$ cat src/rtl/cpu_pkg.sv
// Shared CPU definitions for the fetch stage.
//   RESET_PC_DEF / EXC_VECTOR_DEF : default boot and exception-entry PCs
//   redir_sel_e                   : which redirect source wins this cycle
//   redir_select()                : fixed-priority encoder over the redirect requests
package cpu_pkg;

  localparam logic [31:0] RESET_PC_DEF   = 32'hbfc00000;
  localparam logic [31:0] EXC_VECTOR_DEF = 32'hbfc00380;

  typedef enum logic [2:0] {
    SelNone,
    SelExc,
    SelEret,
    SelJr,
    SelJ,
    SelBr
  } redir_sel_e;

  // Exception beats ERET beats JR beats J beats a taken conditional branch.
  function automatic redir_sel_e redir_select(input logic exc, input logic eret, input logic jr,
                                              input logic j, input logic br);
    if (exc) begin
      return SelExc;
    end else if (eret) begin
      return SelEret;
    end else if (jr) begin
      return SelJr;
    end else if (j) begin
      return SelJ;
    end else if (br) begin
      return SelBr;
    end
    return SelNone;
  endfunction

endpackage

$ cat src/rtl/fetch_pc_ctrl_if.sv
// Instruction-fetch bus between the PC controller and the instruction memory.
//   inst_req / inst_addr          : request valid and address (master drives)
//   inst_addr_ok                  : request accepted this cycle (slave drives)
//   inst_data_ok / inst_rdata     : in-order response valid and data (slave drives)
interface fetch_pc_ctrl_if;
  logic        inst_req;
  logic [31:0] inst_addr;
  logic        inst_addr_ok;
  logic        inst_data_ok;
  logic [31:0] inst_rdata;

  modport master (
    output inst_req,
    output inst_addr,
    input  inst_addr_ok,
    input  inst_data_ok,
    input  inst_rdata
  );

  modport slave (
    input  inst_req,
    input  inst_addr,
    output inst_addr_ok,
    output inst_data_ok,
    output inst_rdata
  );
endinterface

$ cat src/rtl/fetch_fifo.sv
// Synchronous FIFO with flush, used for the in-flight PC queue and the result buffer.
//   clk, reset    : clock, asynchronous active-high reset
//   i_flush       : drop every entry (wins over push/pop)
//   i_push/i_data : write when not full
//   i_pop         : discard head when not empty
//   o_data        : head entry (registered storage, no input-to-output path)
//   o_empty       : no entries
//   o_count       : number of entries
module fetch_fifo #(
  parameter int unsigned WIDTH = 32,
  parameter int unsigned DEPTH = 2,
  parameter int unsigned CW    = $clog2(DEPTH + 1)
) (
  input  logic             clk,
  input  logic             reset,
  input  logic             i_flush,
  input  logic             i_push,
  input  logic [WIDTH-1:0] i_data,
  input  logic             i_pop,
  output logic [WIDTH-1:0] o_data,
  output logic             o_empty,
  output logic [CW-1:0]    o_count
);

  localparam int unsigned AW = (DEPTH > 1) ? $clog2(DEPTH) : 1;
  localparam logic [CW-1:0] DEPTH_C = CW'(DEPTH);
  localparam logic [AW-1:0] LAST_C  = AW'(DEPTH - 1);

  logic [WIDTH-1:0] r_mem [DEPTH];
  logic [AW-1:0]    r_wptr;
  logic [AW-1:0]    r_rptr;
  logic [CW-1:0]    r_count;

  logic w_do_push;
  logic w_do_pop;

  assign w_do_push = i_push && (r_count != DEPTH_C);
  assign w_do_pop  = i_pop && (r_count != '0);

  always_ff @(posedge clk or posedge reset) begin
    if (reset) begin
      r_wptr  <= '0;
      r_rptr  <= '0;
      r_count <= '0;
      for (int i = 0; i < DEPTH; i++) begin
        r_mem[i] <= '0;
      end
    end else if (i_flush) begin
      r_wptr  <= '0;
      r_rptr  <= '0;
      r_count <= '0;
    end else begin
      if (w_do_push) begin
        r_mem[r_wptr] <= i_data;
        r_wptr        <= (r_wptr == LAST_C) ? '0 : r_wptr + AW'(1);
      end
      if (w_do_pop) begin
        r_rptr <= (r_rptr == LAST_C) ? '0 : r_rptr + AW'(1);
      end
      r_count <= r_count + CW'(w_do_push) - CW'(w_do_pop);
    end
  end

  assign o_data  = r_mem[r_rptr];
  assign o_empty = (r_count == '0);
  assign o_count = r_count;

endmodule

$ cat src/rtl/fetch_pc_ctrl.sv
// Fetch PC controller: owns the PC, issues in-order fetches on the instruction bus,
// tracks in-flight requests, cancels them on redirects and buffers results for decode.
//   clk, reset                 : clock, asynchronous active-high reset
//   fe_allowin                 : decode accepts the fe_* entry this cycle
//   de_br_taken/is_j/is_jr     : branch/jump redirects from decode
//   de_pc, de_br_offset,
//   de_br_index, de_br_target  : operands for the redirect targets
//   de_is_eret, de_eret_target : ERET redirect and its EPC
//   exc_handler                : exception redirect to EXC_VECTOR
//   inst_bus                   : fetch bus (master side)
//   fe_valid/pc/inst/adel      : head of the result buffer (adel = misaligned PC, inst 0)
module fetch_pc_ctrl
  import cpu_pkg::*;
#(
  parameter logic [31:0] RESET_PC   = RESET_PC_DEF,
  parameter logic [31:0] EXC_VECTOR = EXC_VECTOR_DEF,
  parameter int unsigned DEPTH      = 2
) (
  input  logic                   clk,
  input  logic                   reset,
  input  logic                   fe_allowin,
  input  logic                   de_br_taken,
  input  logic                   de_br_is_j,
  input  logic                   de_br_is_jr,
  input  logic [31:0]            de_pc,
  input  logic [15:0]            de_br_offset,
  input  logic [25:0]            de_br_index,
  input  logic [31:0]            de_br_target,
  input  logic                   de_is_eret,
  input  logic [31:0]            de_eret_target,
  input  logic                   exc_handler,
  fetch_pc_ctrl_if.master        inst_bus,
  output logic                   fe_valid,
  output logic [31:0]            fe_pc,
  output logic [31:0]            fe_inst,
  output logic                   fe_adel
);

  localparam int unsigned CW  = $clog2(DEPTH + 1);
  localparam int unsigned RBW = 65;  // {pc, inst, adel}
  localparam logic [CW:0] DEPTH_C = (CW + 1)'(DEPTH);

  logic [31:0]    r_pc;
  logic           r_adel_sent;
  // In-flight entries are retired in order and a redirect cancels all of them, so the
  // cancelled ones are always the oldest: a count replaces per-entry flags.
  logic [CW-1:0]  r_cancel_cnt;
  logic [CW-1:0]  w_cancel_d;

  redir_sel_e     w_sel;
  logic           w_redirect;
  logic [31:0]    w_target;
  logic [31:0]    w_br_target;
  logic [31:0]    w_j_target;

  logic [CW-1:0]  w_if_cnt;
  logic [CW-1:0]  w_rb_cnt;
  logic           w_if_empty;
  logic           w_rb_empty;
  logic [31:0]    w_if_head;
  logic [RBW-1:0] w_rb_head;
  logic [RBW-1:0] w_rb_wdata;

  logic           w_space;
  logic           w_aligned;
  logic           w_req;
  logic           w_issue;
  logic           w_resp;
  logic           w_resp_keep;
  logic           w_adel_push;
  logic           w_rb_push;
  logic           w_rb_pop;

  // Redirect target selection
  assign w_sel       = redir_select(exc_handler, de_is_eret, de_br_is_jr, de_br_is_j, de_br_taken);
  assign w_redirect  = (w_sel != SelNone);
  assign w_br_target = de_pc + 32'd4 + {{14{de_br_offset[15]}}, de_br_offset, 2'b00};
  assign w_j_target  = {de_pc[31:28], de_br_index, 2'b00};

  always_comb begin
    w_target = r_pc;
    case (w_sel)
      SelExc:  w_target = EXC_VECTOR;
      SelEret: w_target = de_eret_target;
      SelJr:   w_target = de_br_target;
      SelJ:    w_target = w_j_target;
      SelBr:   w_target = w_br_target;
      default: w_target = r_pc;
    endcase
  end

  // Request issue: cancelled in-flight entries still occupy a slot until they return.
  assign w_space   = ({1'b0, w_if_cnt} + {1'b0, w_rb_cnt}) < DEPTH_C;
  assign w_aligned = (r_pc[1:0] == 2'b00);
  assign w_req     = !reset && !w_redirect && w_aligned && w_space;
  assign w_issue   = w_req && inst_bus.inst_addr_ok;

  assign inst_bus.inst_req  = w_req;
  assign inst_bus.inst_addr = r_pc;

  // Responses: a response in a redirect cycle is dropped along with the flush.
  assign w_resp      = inst_bus.inst_data_ok && !w_if_empty;
  assign w_resp_keep = w_resp && !w_redirect && (r_cancel_cnt == '0);

  // Misaligned PC produces one AdEL entry, then the PC sits frozen until a redirect.
  assign w_adel_push = !reset && !w_redirect && !w_aligned && w_space && !r_adel_sent &&
                       !w_resp_keep;

  assign w_rb_push  = w_resp_keep || w_adel_push;
  assign w_rb_wdata = w_adel_push ? {r_pc, 32'h0, 1'b1} : {w_if_head, inst_bus.inst_rdata, 1'b0};
  assign w_rb_pop   = fe_valid && fe_allowin;

  always_comb begin
    w_cancel_d = r_cancel_cnt;
    if (w_redirect) begin
      w_cancel_d = w_if_cnt - CW'(w_resp) + CW'(w_issue);
    end else if (w_resp && (r_cancel_cnt != '0)) begin
      w_cancel_d = r_cancel_cnt - CW'(1);
    end
  end

  always_ff @(posedge clk or posedge reset) begin
    if (reset) begin
      r_pc         <= RESET_PC;
      r_adel_sent  <= 1'b0;
      r_cancel_cnt <= '0;
    end else begin
      r_cancel_cnt <= w_cancel_d;
      if (w_redirect) begin
        r_pc        <= w_target;
        r_adel_sent <= 1'b0;
      end else begin
        if (w_issue) begin
          r_pc <= r_pc + 32'd4;
        end
        if (w_adel_push) begin
          r_adel_sent <= 1'b1;
        end
      end
    end
  end

  fetch_fifo #(
    .WIDTH (32),
    .DEPTH (DEPTH),
    .CW    (CW)
  ) u_inflight (
    .clk     (clk),
    .reset   (reset),
    .i_flush (1'b0),
    .i_push  (w_issue),
    .i_data  (r_pc),
    .i_pop   (w_resp),
    .o_data  (w_if_head),
    .o_empty (w_if_empty),
    .o_count (w_if_cnt)
  );

  fetch_fifo #(
    .WIDTH (RBW),
    .DEPTH (DEPTH),
    .CW    (CW)
  ) u_result (
    .clk     (clk),
    .reset   (reset),
    .i_flush (w_redirect),
    .i_push  (w_rb_push),
    .i_data  (w_rb_wdata),
    .i_pop   (w_rb_pop),
    .o_data  (w_rb_head),
    .o_empty (w_rb_empty),
    .o_count (w_rb_cnt)
  );

  // Stale storage behind an empty buffer is hidden so idle outputs read as zero.
  assign fe_valid = !w_rb_empty;
  assign fe_pc    = fe_valid ? w_rb_head[64:33] : 32'h0;
  assign fe_inst  = fe_valid ? w_rb_head[32:1]  : 32'h0;
  assign fe_adel  = fe_valid && w_rb_head[0];

endmodule

$ cat src/flat_wrapper.sv
// flat-port wrapper written by rule: the top's interface ports become plain ports
module fetch_pc_ctrl_flat import cpu_pkg::*;
#(
  parameter logic [31:0] RESET_PC   = RESET_PC_DEF,
  parameter logic [31:0] EXC_VECTOR = EXC_VECTOR_DEF,
  parameter int unsigned DEPTH      = 2
)
  (clk, reset, fe_allowin, de_br_taken, de_br_is_j, de_br_is_jr, de_pc, de_br_offset, de_br_index, de_br_target, de_is_eret, de_eret_target, exc_handler, fe_valid, fe_pc, fe_inst, fe_adel, inst_bus_inst_req, inst_bus_inst_addr, inst_bus_inst_addr_ok, inst_bus_inst_data_ok, inst_bus_inst_rdata);
  fetch_pc_ctrl_if inst_bus_i ();
  input  logic clk;
  input  logic reset;
  input  logic fe_allowin;
  input  logic de_br_taken;
  input  logic de_br_is_j;
  input  logic de_br_is_jr;
  input  logic [31:0] de_pc;
  input  logic [15:0] de_br_offset;
  input  logic [25:0] de_br_index;
  input  logic [31:0] de_br_target;
  input  logic de_is_eret;
  input  logic [31:0] de_eret_target;
  input  logic exc_handler;
  output logic fe_valid;
  output logic [31:0] fe_pc;
  output logic [31:0] fe_inst;
  output logic fe_adel;
  output wire logic [$bits(inst_bus_i.inst_req)-1:0] inst_bus_inst_req;
  output wire logic [$bits(inst_bus_i.inst_addr)-1:0] inst_bus_inst_addr;
  input wire logic [$bits(inst_bus_i.inst_addr_ok)-1:0] inst_bus_inst_addr_ok;
  input wire logic [$bits(inst_bus_i.inst_data_ok)-1:0] inst_bus_inst_data_ok;
  input wire logic [$bits(inst_bus_i.inst_rdata)-1:0] inst_bus_inst_rdata;
  assign inst_bus_inst_req = inst_bus_i.inst_req;
  assign inst_bus_inst_addr = inst_bus_i.inst_addr;
  assign inst_bus_i.inst_addr_ok = inst_bus_inst_addr_ok;
  assign inst_bus_i.inst_data_ok = inst_bus_inst_data_ok;
  assign inst_bus_i.inst_rdata = inst_bus_inst_rdata;
  fetch_pc_ctrl #(.RESET_PC(RESET_PC), .EXC_VECTOR(EXC_VECTOR), .DEPTH(DEPTH)) u_core (.clk(clk), .reset(reset), .fe_allowin(fe_allowin), .de_br_taken(de_br_taken), .de_br_is_j(de_br_is_j), .de_br_is_jr(de_br_is_jr), .de_pc(de_pc), .de_br_offset(de_br_offset), .de_br_index(de_br_index), .de_br_target(de_br_target), .de_is_eret(de_is_eret), .de_eret_target(de_eret_target), .exc_handler(exc_handler), .inst_bus(inst_bus_i), .fe_valid(fe_valid), .fe_pc(fe_pc), .fe_inst(fe_inst), .fe_adel(fe_adel));
endmodule
$ cat config.mk
export PLATFORM = sky130hd
export DESIGN_NAME = fetch_pc_ctrl_flat
export DESIGN_NICKNAME = d
export VERILOG_FILES = /design/src/rtl/cpu_pkg.sv /design/src/rtl/fetch_pc_ctrl_if.sv /design/src/rtl/fetch_fifo.sv /design/src/rtl/fetch_pc_ctrl.sv /design/src/flat_wrapper.sv
export SDC_FILE = /design/constraint.sdc
export NUM_CORES = 1
export LEC_CHECK = 0
export CORE_ASPECT_RATIO = 1.5
export CORE_MARGIN = 2
export CORE_UTILIZATION = 28
export DETAILED_ROUTE_END_ITERATION = 7
export GPL_TIMING_DRIVEN = 0
export PLACE_DENSITY = 0.59
export SETUP_SLACK_MARGIN = 0.2
export SLEW_MARGIN = 20
export SYNTH_ARGS = -nofsm -noshare
export SYNTH_HDL_FRONTEND = slang
export SYNTH_SLANG_ARGS = --single-unit
export TNS_END_PERCENT = 30
$ cat constraint.sdc
create_clock -name clk -period 9.4 [get_ports clk]
set_clock_uncertainty 0.2 [all_clocks]
set_input_delay 1.88 -clock clk [delete_from_list [all_inputs] [get_ports clk]]
set_output_delay 1.88 -clock clk [all_outputs]
set_load 0.05 [all_outputs]
## Yosys cells after proc, flatten, opt, wreduce, memory -nomap -nowiden

Cells that the tools add are included.

- $add $sub $neg: 15
- $lt $le $gt $ge: 7
- Eq/ne operators: 8
- Mux-type cells: 42
- Bitwise logic cells: 5
- Reduce and logical (&&, ||, !) cells: 43

Operators by type and width:

| operator | count |
|---|---|
| 65-bit 2-to-1 mux | 5 |
| 32-bit 2-to-1 mux | 8 |
| 32-bit case mux with 5 select lines | 1 |
| 130-bit bitwise mux | 1 |
| 65-bit demux with 1-bit select | 1 |
| 32-bit by 3-bit adder with 32-bit output, second input constant | 2 |
| 64-bit bitwise mux | 1 |
| 32-bit adder | 1 |
| 32-bit demux with 1-bit select | 1 |
| 1-bit logical AND | 20 |
| 3-bit 2-to-1 mux | 6 |
| 2-bit nonzero test | 8 |
| 1-bit 2-to-1 mux | 15 |
| 2-bit >= comparator, second input constant | 4 |
| 2-bit zero test | 4 |
| 1-bit NOT with 2-bit output | 4 |
| 1-bit zero test | 7 |
| 2-bit by 1-bit adder with 2-bit output | 3 |
| 3-bit by 2-bit equality test with 1-bit output, second input constant | 2 |
| 3-bit equality test, second input constant | 2 |
| 2-bit 2-to-1 mux | 3 |
| 6-bit != test, second input constant | 1 |
| 2-bit by 1-bit subtractor with 2-bit output | 3 |
| 1-bit adder, second input constant | 4 |
| other kinds (10) | 13 |

- Register bits: 237
- Input port bits: 180
- Output and inout bits: 99
- Word-level logic and storage cells: 133

## Longest topological paths before layout

- Depth after elaboration: 18
- Mapped depth: 13
- Gate-level depth less buffers: 13

## By module

A second synthesis with hierarchy kept.

- Cell total of the unflattened synthesis: 1,359
- Area total of the unflattened synthesis: 14,637.8 um2

By module, submodules not included:

| module | times used | cells each | area each (um2) | seq. area each (um2) |
|---|---|---|---|---|
| fetch_fifo at u_core.u_result | 1 | 372 | 5,896.9 | 3,353.2 |
| fetch_pc_ctrl | 1 | 791 | 5,736.8 | 887.1 |
| fetch_fifo at u_core.u_inflight | 1 | 196 | 3,004.1 | 1,701.6 |

## Worst setup path after synthesis

Ideal clock, no wire load.

- Path kind: input port to output port
- Start: input reset
- End: output inst_bus_inst_req
- Arrival: 2,831 ps
- Data required time: 7,320 ps
- Setup slack: 4,489 ps
- Stages on the path: 2
- Path buffers: 0
- Cell sequence: or3_1 and4bb_2

- Longest elaborated chain between the ends: 4

RTL lines:

| what | line | source |
|---|---|---|
| from (decl) | flat_wrapper.sv:11 | `input logic reset;` |
| 1-bit zero test | fetch_pc_ctrl.sv:95 | `assign w_req = !reset && !w_redirect && w_aligned && w_space;` |
| 1-bit logical AND (3 in series) | fetch_pc_ctrl.sv:95 |  |
| to (decl) | flat_wrapper.sv:27 | `output wire logic [$bits(inst_bus_i.inst_req)-1:0] inst_bus_inst_req;` |

Every way passes these cells.

## Final worst setup path

Same ends and word-level chain as after synthesis.

==> out/qor.yml <==
power:
  swShare: 0.2955
  power.total_w: 0.002810
  p_per_area_mw_per_mm2: 155.7
  p_seq_frac: 0.417
  power.internal_w: 0.001979
  pwr-share-clk: 0.356
  switching_power_w: 0.0008302
  p_leak_nw: 7.697
  max-vdd-ir-drop_mv: 0.1114
  comb_power_share: 0.226
worst_hold_path:
  min_path_type: "register to register"
  hold_depth: 2
  min_to: "u_core.u_result.r_mem[82]"
  min_from: "u_core.u_result.r_mem[82]"
sta:
  final_max_slew_viol_count: 0
  hold_ws_ns: 0.2754
  finalHoldViolations: 0
  rsz0062_at_grt: "false"
  fin_crit_ns: 6.364
  max_slew_margin: 0.2989
  period_share: 0.6770
  tightest_slew_ns: 1.037
  maxClockFrequency_ghz: 0.1571
  setup_viol: 0
  worst_slack_ns: 3.036
  fin_tns_setup_ns: 0
clock_tree:
  clkLatencyLatePin_ns: 0.53
  clockBufferDepth: 3
  cts_tree: "done"
  h-tree-depth: 1
  clkTransAtPathRegs_ns: 0.05
  clockRootBuffer: "clkbuf_16"
  ctsResizeCount: 0
  postCtsSetupBuffers: 0
  postCtsHoldBufs: 0
  numCtsBuffers: 25
  cts_sinks: 237
run:
  cap_violations: 0
routing:
  drc: 0
  viasPerCell: 5.013
  wl_um: 45020
  antenna_left: 0
  drtIter0Drc: 683
  wl_per_cell_um: 18.88
  vias: 11950
  firstDrtPassIters: 7
setup_path:
  end_kind: "output port"
  required_ns: 7.32
  cp_slowest_stage_delay_ns: 0.85
  rrSetupSlack_ns: 5.82
  cp_max_fo: 3
  start_kind: "input pin"
  crit_arrival_ns: 4.28
  reg2reg_to: "u_core.r_cancel_cnt[1]"
  critPathKind: "input pin to output port"
  slowest_stage: "clkdlybuf4s50_1"
  critPathMostFrequentCell: "clkdlybuf4s50_1"
  crit_chain: "clkdlybuf4s50_1 > or3_1 > and4bb_2 > clkdlybuf4s50_1"
  r2r_start: "u_core.u_inflight.o_count[0]"
  worstRegToRegCells: 11
floorplanning:
  design.core.area_mm2: 0.04831
  ioPinCount: 279
  dieArea_mm2: 0.05044
  die_h_um: 274.1
  floorplan.initialDensity: 0.2818
  die_w_um: 184.1
  rows: 99
synthesis:
  yosys_warnings: 0
  synth_top_cell_by_area: "dfrtp_1"
  synthTopCellsByArea: "dfrtp_1, mux2i_1, nand2_1"
  ys.flop_type: "dfrtp_1"
  synth_top_area_share: 0.4190
  synth-edff-count: 0
  synth_area_per_cell_um2: 9.364
  synthArstFlopShare: 1.000
  netlist_area_mm2: 0.01362
  ys_types: 69
  synth_seq_cells: 237
  synth_cells: 1454
  syn_nets: 1701
  ys_seq_area_frac: 0.4364
grt:
  grt_pass1_vias: 12190
  antenna_found_initial: 0
  grt.overflow.total: 0
  grt_max_degree: 99
  track_usage: 0.1766
  grt_pass1_wl_um: 69550
placement:
  io_buffers: 278
  place_congestion: 0.9175
  dpl.hpwl_um: 35480
  dpl_worst_slack_ns: 3.059
layout:
  drive_gt1_frac: 0.08099
  nets: 2008
  final_util: 0.3735
  antennaDiodeCount: 0
  syn_to_final_growth_pct: 32.52
status:
  run_status: "finished, final reports clean"
[cell families after synthesis]
logic type,count (synthesis),synth area share
buffers and inverters,121,0.03942
and+or+nand+nor,453,0.1443
AOI/OAI and AO/OA,378,0.1713
DFF,237,0.4364
muxes,150,0.1151
adders and majority gates,67,0.06267
xor gates and xnor gates,48,0.03088
[worst max path at each step]
stage	slack, ns	cells after the start	endpoint	start
floorplan	0.83	1	u_core.inst_bus.inst_addr[0]	reset
global placement	-2.27	2	u_core.inst_bus.inst_addr[4]	reset
detailed placement	3.06	4	inst_bus_inst_req	reset
CTS	3.05	4	inst_bus_inst_req	reset
global route	2.97	4	inst_bus_inst_req	reset
finish	3.04	4	inst_bus_inst_req	reset
[synthesized netlist by cell type (25+ instances only)]
master and instances:
a21oi_1 87, clkbuf_1 65, dfrtp_1 228, ha_1 65, inv_1 25, mux2_2 39
mux2i_1 98, nand2_1 235, nor2_1 133, o21ai_0 113, o21ai_1 45, xnor2_1 33
[routing by layer]
metal,part of all wire,global-route usage,up-vias
met5,0,0,-
met4,0.023,0.05053,0
met3,0.052,0.02404,56
met2,0.54,0.3435,390
met1,0.39,0.1974,5731
li1,-,-,5774
[state kept, by name, indices dropped and copies added, names as in the netlist]
signal / flops
u_core.u_inflight.o_count: 2
u_core.u_result.r_rptr: 1
u_core.u_inflight.r_wptr: 1
u_core.inst_bus.inst_addr: 32
u_core.r_cancel_cnt: 2
u_core.u_inflight.r_rptr: 1
u_core.u_result.r_wptr: 1
u_core.u_inflight.r_mem: 64
u_core.u_result.r_mem: 130
u_core.r_adel_sent: 1
u_core.u_result.o_count: 2
[worst max-delay path, delay by kind of cell]
kind	cells	cell delay, ns
simple gates	2	0.96
buf+inv	2	1.44
[through the flow]
step | cell area, um2 | std cells
finish | 18040 | 2384
detailed placement | 17220 | 2340
CTS | 18040 | 2384
global route | 18040 | 2384
global placement | 17160 | 2338
floorplan | 13620 | 1454
[power groups by stage]
stage	logic [W]	registers, W	clock network [W]
finish	0.000636	0.00117	0.00100
global placement	0.000627	0.00119	0
global route	0.000706	0.00118	0.00107
floorplan	0.000384	0.00121	0
detailed placement	0.000640	0.00119	0
CTS	0.000643	0.00117	0.00103
[cells in the final DEF (no fill, tap or decap), types with 22 or more instances in the layout]
| cell type | instances |
|---|---|
| mux2i_1 | 98 |
| clkdlybuf4s50_1 | 278 |
| o21ai_1 | 45 |
| dfrtp_1 | 228 |
| nand2_1 | 235 |
| nor2_1 | 133 |
| inv_1 | 24 |
| clkbuf_16 | 25 |
| ha_1 | 65 |
| xnor2_1 | 33 |
| o21ai_0 | 113 |
| a21oi_1 | 87 |
| mux2_2 | 39 |
| nand3_1 | 22 |
| clkbuf_1 | 70 |
[area by class of cell]
class | instances | area, um2
clock buffers | 35 | 713.2
plain buffers | 95 | 437.9
clock inverters | 9 | 111.4
fillers | 4929 | 30270
inverters | 26 | 106.4
well taps | 606 | 758.2
multi-input cells | 1096 | 7137
flip-flops and latches | 237 | 5942
repair buffers | 280 | 2838
No activity file was read; power rests on OpenSTA's default activity.
